$ cat src/rtl/pipe_pkg.sv
// Shared widths, payload layout and state encoding for the pipeline stage registers.
package pipe_pkg;

   localparam int unsigned DBITS               = 32;
   localparam int unsigned REG_INDEX_BIT_WIDTH = 4;
   localparam int unsigned OPBITS              = 4;

   localparam logic [1:0] ST_EMPTY = 2'd0;
   localparam logic [1:0] ST_ONE   = 2'd1;
   localparam logic [1:0] ST_TWO   = 2'd2;

   // Default-width view of a MEM->WB entry.
   typedef struct packed {
      logic [OPBITS-1:0]              op;
      logic [OPBITS-1:0]              func;
      logic [DBITS-1:0]               result;
      logic [REG_INDEX_BIT_WIDTH-1:0] rd;
      logic                           wrReg;
   } me_payload_t;

endpackage

$ cat src/rtl/skid_buf_ctrl.sv
// Payload-agnostic control for a main register plus one-entry skid buffer:
// valid bits, in_ready and the load/move selects for the payload registers.
module skid_buf_ctrl
   import pipe_pkg::*;
(
   input  logic clk,
   input  logic reset,
   input  logic flush,
   input  logic in_valid,
   input  logic out_ready,
   output logic in_ready,
   output logic out_valid,
   output logic load_main,
   output logic load_skid,
   output logic main_from_skid
);

   typedef enum logic [1:0] {
      StEmpty = ST_EMPTY,
      StOne   = ST_ONE,
      StTwo   = ST_TWO
   } state_e;

   state_e state_q, state_d;
   logic   accept, consume;

   // Handshake outputs decode registered state only; no path from out_ready.
   assign out_valid = (state_q != StEmpty);
   assign in_ready  = (state_q != StTwo);
   assign accept    = in_valid & in_ready;
   assign consume   = out_valid & out_ready;

   always_ff @(posedge clk or posedge reset) begin
      if (reset) begin
         state_q <= StEmpty;
      end else begin
         state_q <= state_d;
      end
   end

   always_comb begin
      state_d        = state_q;
      load_main      = 1'b0;
      load_skid      = 1'b0;
      main_from_skid = 1'b0;
      if (flush) begin
         state_d = StEmpty;
      end else begin
         unique case (state_q)
            StEmpty: begin
               if (accept) begin
                  state_d   = StOne;
                  load_main = 1'b1;
               end
            end
            StOne: begin
               if (accept && consume) begin
                  load_main = 1'b1;
               end else if (accept) begin
                  state_d   = StTwo;
                  load_skid = 1'b1;
               end else if (consume) begin
                  state_d = StEmpty;
               end
            end
            StTwo: begin
               if (consume) begin
                  state_d        = StOne;
                  load_main      = 1'b1;
                  main_from_skid = 1'b1;
               end
            end
            default: state_d = StEmpty;
         endcase
      end
   end

endmodule

$ cat src/rtl/me_wb_pipe_reg.sv
// MEM->WB pipeline register with valid/ready handshake, skid buffer and flush.
// Optional stall counter enabled by defining ME_STALL_CNT_EN.
module me_wb_pipe_reg #(
   parameter int unsigned DBITS               = pipe_pkg::DBITS,
   parameter int unsigned REG_INDEX_BIT_WIDTH = pipe_pkg::REG_INDEX_BIT_WIDTH,
   parameter int unsigned OPBITS              = pipe_pkg::OPBITS,
   parameter int unsigned CNTBITS             = 16
) (
   input  logic                           clk,
   input  logic                           reset,
   input  logic                           flush,
   input  logic                           in_valid,
   output logic                           in_ready,
   input  logic [OPBITS-1:0]              op,
   input  logic [OPBITS-1:0]              func,
   input  logic [DBITS-1:0]               result,
   input  logic [REG_INDEX_BIT_WIDTH-1:0] rd,
   input  logic                           wrReg,
   output logic                           out_valid,
   input  logic                           out_ready,
   output logic [OPBITS-1:0]              ME_op,
   output logic [OPBITS-1:0]              ME_func,
   output logic [DBITS-1:0]               ME_result,
   output logic [REG_INDEX_BIT_WIDTH-1:0] ME_rd,
   output logic                           ME_wrReg
`ifdef ME_STALL_CNT_EN
   ,
   output logic [CNTBITS-1:0]             stall_cnt
`endif
);

   // Same layout as pipe_pkg::me_payload_t, sized by this instance's parameters.
   typedef struct packed {
      logic [OPBITS-1:0]              op;
      logic [OPBITS-1:0]              func;
      logic [DBITS-1:0]               result;
      logic [REG_INDEX_BIT_WIDTH-1:0] rd;
      logic                           wrReg;
   } payload_t;

   payload_t in_pl, main_d, main_q, skid_q;
   logic     load_main, load_skid, main_from_skid;

   skid_buf_ctrl u_ctrl (
      .clk            (clk),
      .reset          (reset),
      .flush          (flush),
      .in_valid       (in_valid),
      .out_ready      (out_ready),
      .in_ready       (in_ready),
      .out_valid      (out_valid),
      .load_main      (load_main),
      .load_skid      (load_skid),
      .main_from_skid (main_from_skid)
   );

   assign in_pl = {op, func, result, rd, wrReg};

   always_comb begin
      main_d = main_from_skid ? skid_q : in_pl;
   end

   always_ff @(posedge clk or posedge reset) begin
      if (reset) begin
         main_q <= '0;
         skid_q <= '0;
      end else begin
         if (load_main) main_q <= main_d;
         if (load_skid) skid_q <= in_pl;
      end
   end

   assign ME_op     = main_q.op;
   assign ME_func   = main_q.func;
   assign ME_result = main_q.result;
   assign ME_rd     = main_q.rd;
   // Payload goes stale when emptied; only the write strobe must be qualified.
   assign ME_wrReg  = main_q.wrReg & out_valid;

`ifdef ME_STALL_CNT_EN
   logic [CNTBITS-1:0] stall_cnt_q;

   always_ff @(posedge clk or posedge reset) begin
      if (reset) begin
         stall_cnt_q <= '0;
      end else if (out_valid && !out_ready && (stall_cnt_q != {CNTBITS{1'b1}})) begin
         stall_cnt_q <= stall_cnt_q + CNTBITS'(1);
      end
   end

   assign stall_cnt = stall_cnt_q;
`endif

endmodule

$ cat config.mk
export PLATFORM = sky130hd
export DESIGN_NAME = me_wb_pipe_reg
export DESIGN_NICKNAME = d
export VERILOG_FILES = /design/src/rtl/pipe_pkg.sv /design/src/rtl/skid_buf_ctrl.sv /design/src/rtl/me_wb_pipe_reg.sv
export SDC_FILE = /design/constraint.sdc
export NUM_CORES = 1
export LEC_CHECK = 0
export CORE_UTILIZATION = 30
export DETAILED_ROUTE_END_ITERATION = 12
export PLACE_DENSITY = 0.62
export REMOVE_ABC_BUFFERS = 1
export SLEW_MARGIN = 20
export SYNTH_ARGS = -nofsm -noshare
export SYNTH_HDL_FRONTEND = slang
export SYNTH_SLANG_ARGS = --single-unit
$ cat constraint.sdc
create_clock -name clk -period 7.25 [get_ports clk]
set_input_delay 1.45 -clock clk [delete_from_list [all_inputs] [get_ports clk]]
set_output_delay 1.45 -clock clk [all_outputs]
set_load 0.05 [all_outputs]
==> flow_summary.ini, run 1 <==
[cts]
clock-sinks = 92
clockBufferDepth = 2
cts_buffers = 9
h-tree-depth = 3
hold_buffers = 0
clk_pin_slew_ns = 0.06
cts_root_buf = clkbuf_16
cts_tree = built
postCtsSetupBuffers = 0
worstSkewPairLatency_ns = 0.34
cts_resized = 0

[worst_setup_path]
required_ns = 5.80
cp_data_arrival_time_ns = 2.02
path_buf_inv = 1
path_delay_family = buffers and inverters
reg2reg_slack_ns = 5.05
crit_chain = or2_2 > and2_1 > clkdlybuf4s50_1
worst-setup-path-type = reg2out
worstPathMaxFanout = 8
reg2regPathDepth = 4
crit_path_top_delay_cell = clkdlybuf4s50_1
start_kind = flop
rr_endpoint = ME_result[30]
reg2reg_from = u_ctrl.state_q[1]
cp-end-kind = output pin
slowest_delay_ns = 0.69

[final_layout]
final_layout_size_suffix_gt1_frac = 0.448
final_nets = 407
fin_cells = 542
final_cell_mix = 135 x mux2_2, 96 x clkdlybuf4s50_1, 92 x dfrtp_1
final_common_cell = mux2_2
syn_to_final_growth_pct = 25.3
n_antenna_cell = 0

[placed_design]
port_buffers = 96
routabilityCongestion = 0.714
dp_hpwl_mm = 5.18
dp.cells = 526

[sta]
fin_hold_ws_ns = 0.499
relSlewSlack = 0.550
period_share = 0.479
skew_ns = 0.00396
rsz0062_at_grt = false
final.min_clock_period_ns = 3.47
max_freq_mhz = 288
setup_violations = 0
worst_slew_pin_slew_ns = 0.675
tns_ns = 0
final_max_slew_viol_count = 0
hold_viol = 0

[grt]
grt_pass1_wl_mm = 13.0
grt_pass1_vias = 2517
antenna_found_initial = 0
grt_overflow = 0
grt_max_degree = 53
grt_use_total = 0.115

[power_and_ir_drop]
powerDensity_nw_per_um2 = 297
leakage_nw = 2.23
ir_worst_vdd_mv = 0.171
power_w = 0.00162

[die]
initial_core_util = 0.311
die_w_um = 123
io_pins = 97
std_cell_rows = 43
die_area_um2 = 15000
coreArea_um2 = 14000
die_y_um = 123

[route]
wire_per_inst_um = 14.7
remaining_drc_errors = 0
wl_mm = 7.96
ant_nets = 0
via_count = 2404
drt_iter0_drc = 84
via_per_inst = 4.44
first_pass_iters = 4

[run]
cap_violations = 0

[yosys]
syn-mean-instance-area_um2 = 14.4
ys_warn_count = 0
synthCells = 303
yosys_most_used_dff = dfrtp_1
ys_seq_elements = 92
syn_area_um2 = 4370
async_flop_share = 1.00
synth-edff-count = 0
ys_types = 20
ys_seq_area_frac = 0.527

[worst_hold_path]
hp-start = skid_q[32]
hold_end = skid_q[32]
min_path_type = reg2reg
hold_path_depth = 1

[status]
outcome = completed
==> cell type report <==
cell class                 instances  area (um^2)
sequential                        92         2300
timing repair buffer             101          998
inverter                           1         6.26
fill                            1342         8570
clock inverter                     5         27.5
multi-input combinational        152         1670
tap                              180          225
clock buffer                      11          243
==> routing by layer <==
metal,routed length [um],share of wire,global-route usage,vias up
li1,-,-,-,1125
met1,3730,0.47,0.148,1205
met2,3650,0.46,0.175,62
met3,422,0.053,0.0321,12
met4,161,0.020,0.0617,0
met5,0,0,0,-
==> power by group <==
group / switching (W) / internal, W
clock network: 0.000191 / 0.000239
registers: 0.0000602 / 0.000638
logic: 0.000273 / 0.000221
==> worst max path at each step <==
stage               slack (ns)       endpoint  depth (start not counted)               from
floorplan                 0.55     ME_func[0]                          3              flush
global placement          3.47  ME_result[24]                          5              flush
detailed placement        3.46  ME_result[18]                          5              flush
CTS                       3.75       ME_wrReg                          3  u_ctrl.state_q[0]
global route              3.70       ME_wrReg                          3  u_ctrl.state_q[0]
finish                    3.78       ME_wrReg                          3  u_ctrl.state_q[0]
==> metrics by stage <==
step | utilization | cell area, um^2 | setup slack, ns
after CTS | 0.390 | 5470 | 3.75
after detailed placement | 0.370 | 5200 | 3.46
final | 0.390 | 5470 | 3.78
after floorplan | - | 3960 | 0.550
after global routing | 0.390 | 5470 | 3.70
after global placement | 0.370 | 5200 | 3.47
==> worst reg2reg max path, cell delays in order (launching register included) <==
cell and delay [ns]:
dfrtp_1 0.45, or4bb_1 0.57, o31ai_4 0.08, buf_4 0.56
mux2_2 0.43
==> cells in the mapped netlist, types with 2 or more instances <==
library cell,count,area [um^2]
buf_2,10,50.1
buf_4,48,360
mux2_2,135,1520
dfrtp_1,92,2300
nor2_1,2,7.51
nand2_1,2,7.51
==> flip-flops by register name (all words and copies together) (netlist names) <==
register        flops
skid_q             45
main_q              1
u_ctrl.state_q      2
ME_result          32
ME_func             4
ME_rd               4
ME_op               4
==> kinds of logic (layout without fill, tap and decap cells) <==
kind of cell    Yosys count  in the layout  share of synthesized area
mux                     136            136                      0.351
flops                    92             92                      0.527
buf+inv                  59            118                     0.0949
simple gates             12             12                     0.0172
compound gates            4              4                     0.0100
Power figures use the tool's default switching activity.
==> run 2, diff against run 1 <==
--- a/config.mk
+++ b/config.mk
@@ -7,7 +7,7 @@
 export LEC_CHECK = 0
 export CORE_UTILIZATION = 30
 export DETAILED_ROUTE_END_ITERATION = 12
-export PLACE_DENSITY = 0.62
+export PLACE_DENSITY = 0.64
 export REMOVE_ABC_BUFFERS = 1
 export SLEW_MARGIN = 20
 export SYNTH_ARGS = -nofsm -noshare
==> constraint.sdc (replaced) <==
create_clock -name clk -period 3.1 [get_ports clk]
set_input_delay 0.62 -clock clk [delete_from_list [all_inputs] [get_ports clk]]
set_output_delay 0.62 -clock clk [all_outputs]
set_load 0.05 [all_outputs]
==> run 2 against run 1 <==
Compared with the run above: critical endpoint unchanged; flip-flop and latch count unchanged; via count rose by 1.4%; critical path type unchanged; first-iteration DRC count decreased by 18%; non-clock buffer count up 2; register-to-register slack lost 4.0 ns; cell count increased by 0.18%; die area is the same; utilization rose by 0.61 points; wire length shrank 2.0%.
==> flow_summary.ini, run 2 (synthesis results as in run 1) <==
[placed_design]
preCtsSetupSlack_ns = 0.338
dp.cells = 528
routabilityCongestion = 0.669
placed_area_um2 = 5250
dp_hpwl_mm = 5.25
port_buffers = 96

[cts]
cts_root_buf = clkbuf_16
postCtsSetupBuffers = 0
h-tree-depth = 3
worstSkewPairLatency_ns = 0.33
cts_resized = 0
cts_buffers = 9
hold_buffers = 0
clockBufferDepth = 2
clock-sinks = 92
clk_pin_slew_ns = 0.06
cts_tree = built

[sta]
setup_violations = 0
relSlewSlack = 0.654
hold_viol = 0
rsz0062_at_grt = false
max_freq_mhz = 380
worst_slack_ns = 0.467
worst_slew_pin_slew_ns = 0.517
final.min_clock_period_ns = 2.63
final_max_slew_viol_count = 0
period_share = 0.849
skew_ns = 0.00584

[route]
first_pass_iters = 3
remaining_drc_errors = 0
drt_iter0_drc = 69
via_per_inst = 4.49
wl_mm = 7.80
wire_per_inst_um = 14.4
via_count = 2437
ant_nets = 0

[final_layout]
fin_cells = 543
final_cell_mix = 135 x mux2_2, 96 x clkdlybuf4s50_1, 92 x dfrtp_1
final_common_cell = mux2_2
regMostFlops = skid_q
final_layout_size_suffix_gt1_frac = 0.446
largest_reg_flops = 45
syn_to_final_growth_pct = 27.3
n_antenna_cell = 0
fin_area_um2 = 5560
final_nets = 409

[power_and_ir_drop]
power_w = 0.00391
ir_worst_vdd_mv = 0.340
powerDensity_nw_per_um2 = 705
leakage_nw = 2.27

[die]
initial_core_util = 0.311
die_area_um2 = 15000
io_pins = 97
die_w_um = 123
die_y_um = 123
coreArea_um2 = 14000
std_cell_rows = 43

[worst_setup_path]
cp_data_arrival_time_ns = 2.01
reg2reg_from = u_ctrl.state_q[0]
cp-end-kind = output pin
rr_endpoint = ME_result[25]
reg2regPathDepth = 4
reg2reg_slack_ns = 1.06
required_ns = 2.48
worst-setup-path-type = reg2out
worstPathMaxFanout = 8
start_kind = flop

[worst_hold_path]
hold_path_depth = 1
min_path_type = reg2reg
hold_end = skid_q[1]
hp-start = skid_q[1]

[run]
cap_violations = 0

[grt]
grt_pass1_wl_mm = 12.9
grt_pass1_vias = 2605
antenna_found_initial = 0
grt_use_total = 0.113
grt_overflow = 0
grt_max_degree = 47

[status]
outcome = completed
[run 2: critical path, cell delays in order, from the launching register on]
cell,delay (ns)
dfrtp_1,0.49
or2_2,0.35
and2_1,0.16
clkdlybuf4s50_1,0.69
[run 2: routing by layer]
layer | global-route usage | share of wire
met3 | 0.0390 | 0.054
met2 | 0.185 | 0.48
met4 | 0.0412 | 0.013
met5 | 0 | 0
met1 | 0.136 | 0.46
[run 2: final cells by class]
cell class	count	area, um^2
fill	1311	8490
sequential	92	2300
multi-input combinational	152	1670
timing repair buffer	103	1050
clock buffer	14	274
tap	180	225
clock inverter	1	30.0
inverter	1	5.00
[run 2: worst max path at each step]
stage,slack [ns],to,startpoint,cells past startpoint
after detailed placement,0.34,ME_result[1],out_ready,5
final,0.47,ME_wrReg,u_ctrl.state_q[0],3
after floorplan,-2.77,ME_func[0],flush,3
after global routing,0.38,ME_wrReg,u_ctrl.state_q[0],3
after global placement,0.38,ME_result[12],out_ready,5
after CTS,0.44,ME_wrReg,u_ctrl.state_q[0],3
[run 2: power by group]
part | switching (W) | total (W) | leakage, nW | internal, W
logic | 0.000642 | 0.00117 | 1.01 | 0.000524
registers | 0.000145 | 0.00164 | 1.11 | 0.00149
clock network | 0.000424 | 0.00111 | 0.149 | 0.000687
total | 0.00121 | 0.00391 | 2.27 | 0.00270
[run 2: stage by stage]
stage                     hold slack, ns  setup TNS [ns]   util
after CTS                          0.502               0  0.396
after global routing               0.516               0  0.396
after floorplan                    0.472         -124.64      -
after global placement             0.481               0  0.374
after detailed placement           0.488               0  0.374
final                              0.501               0  0.396
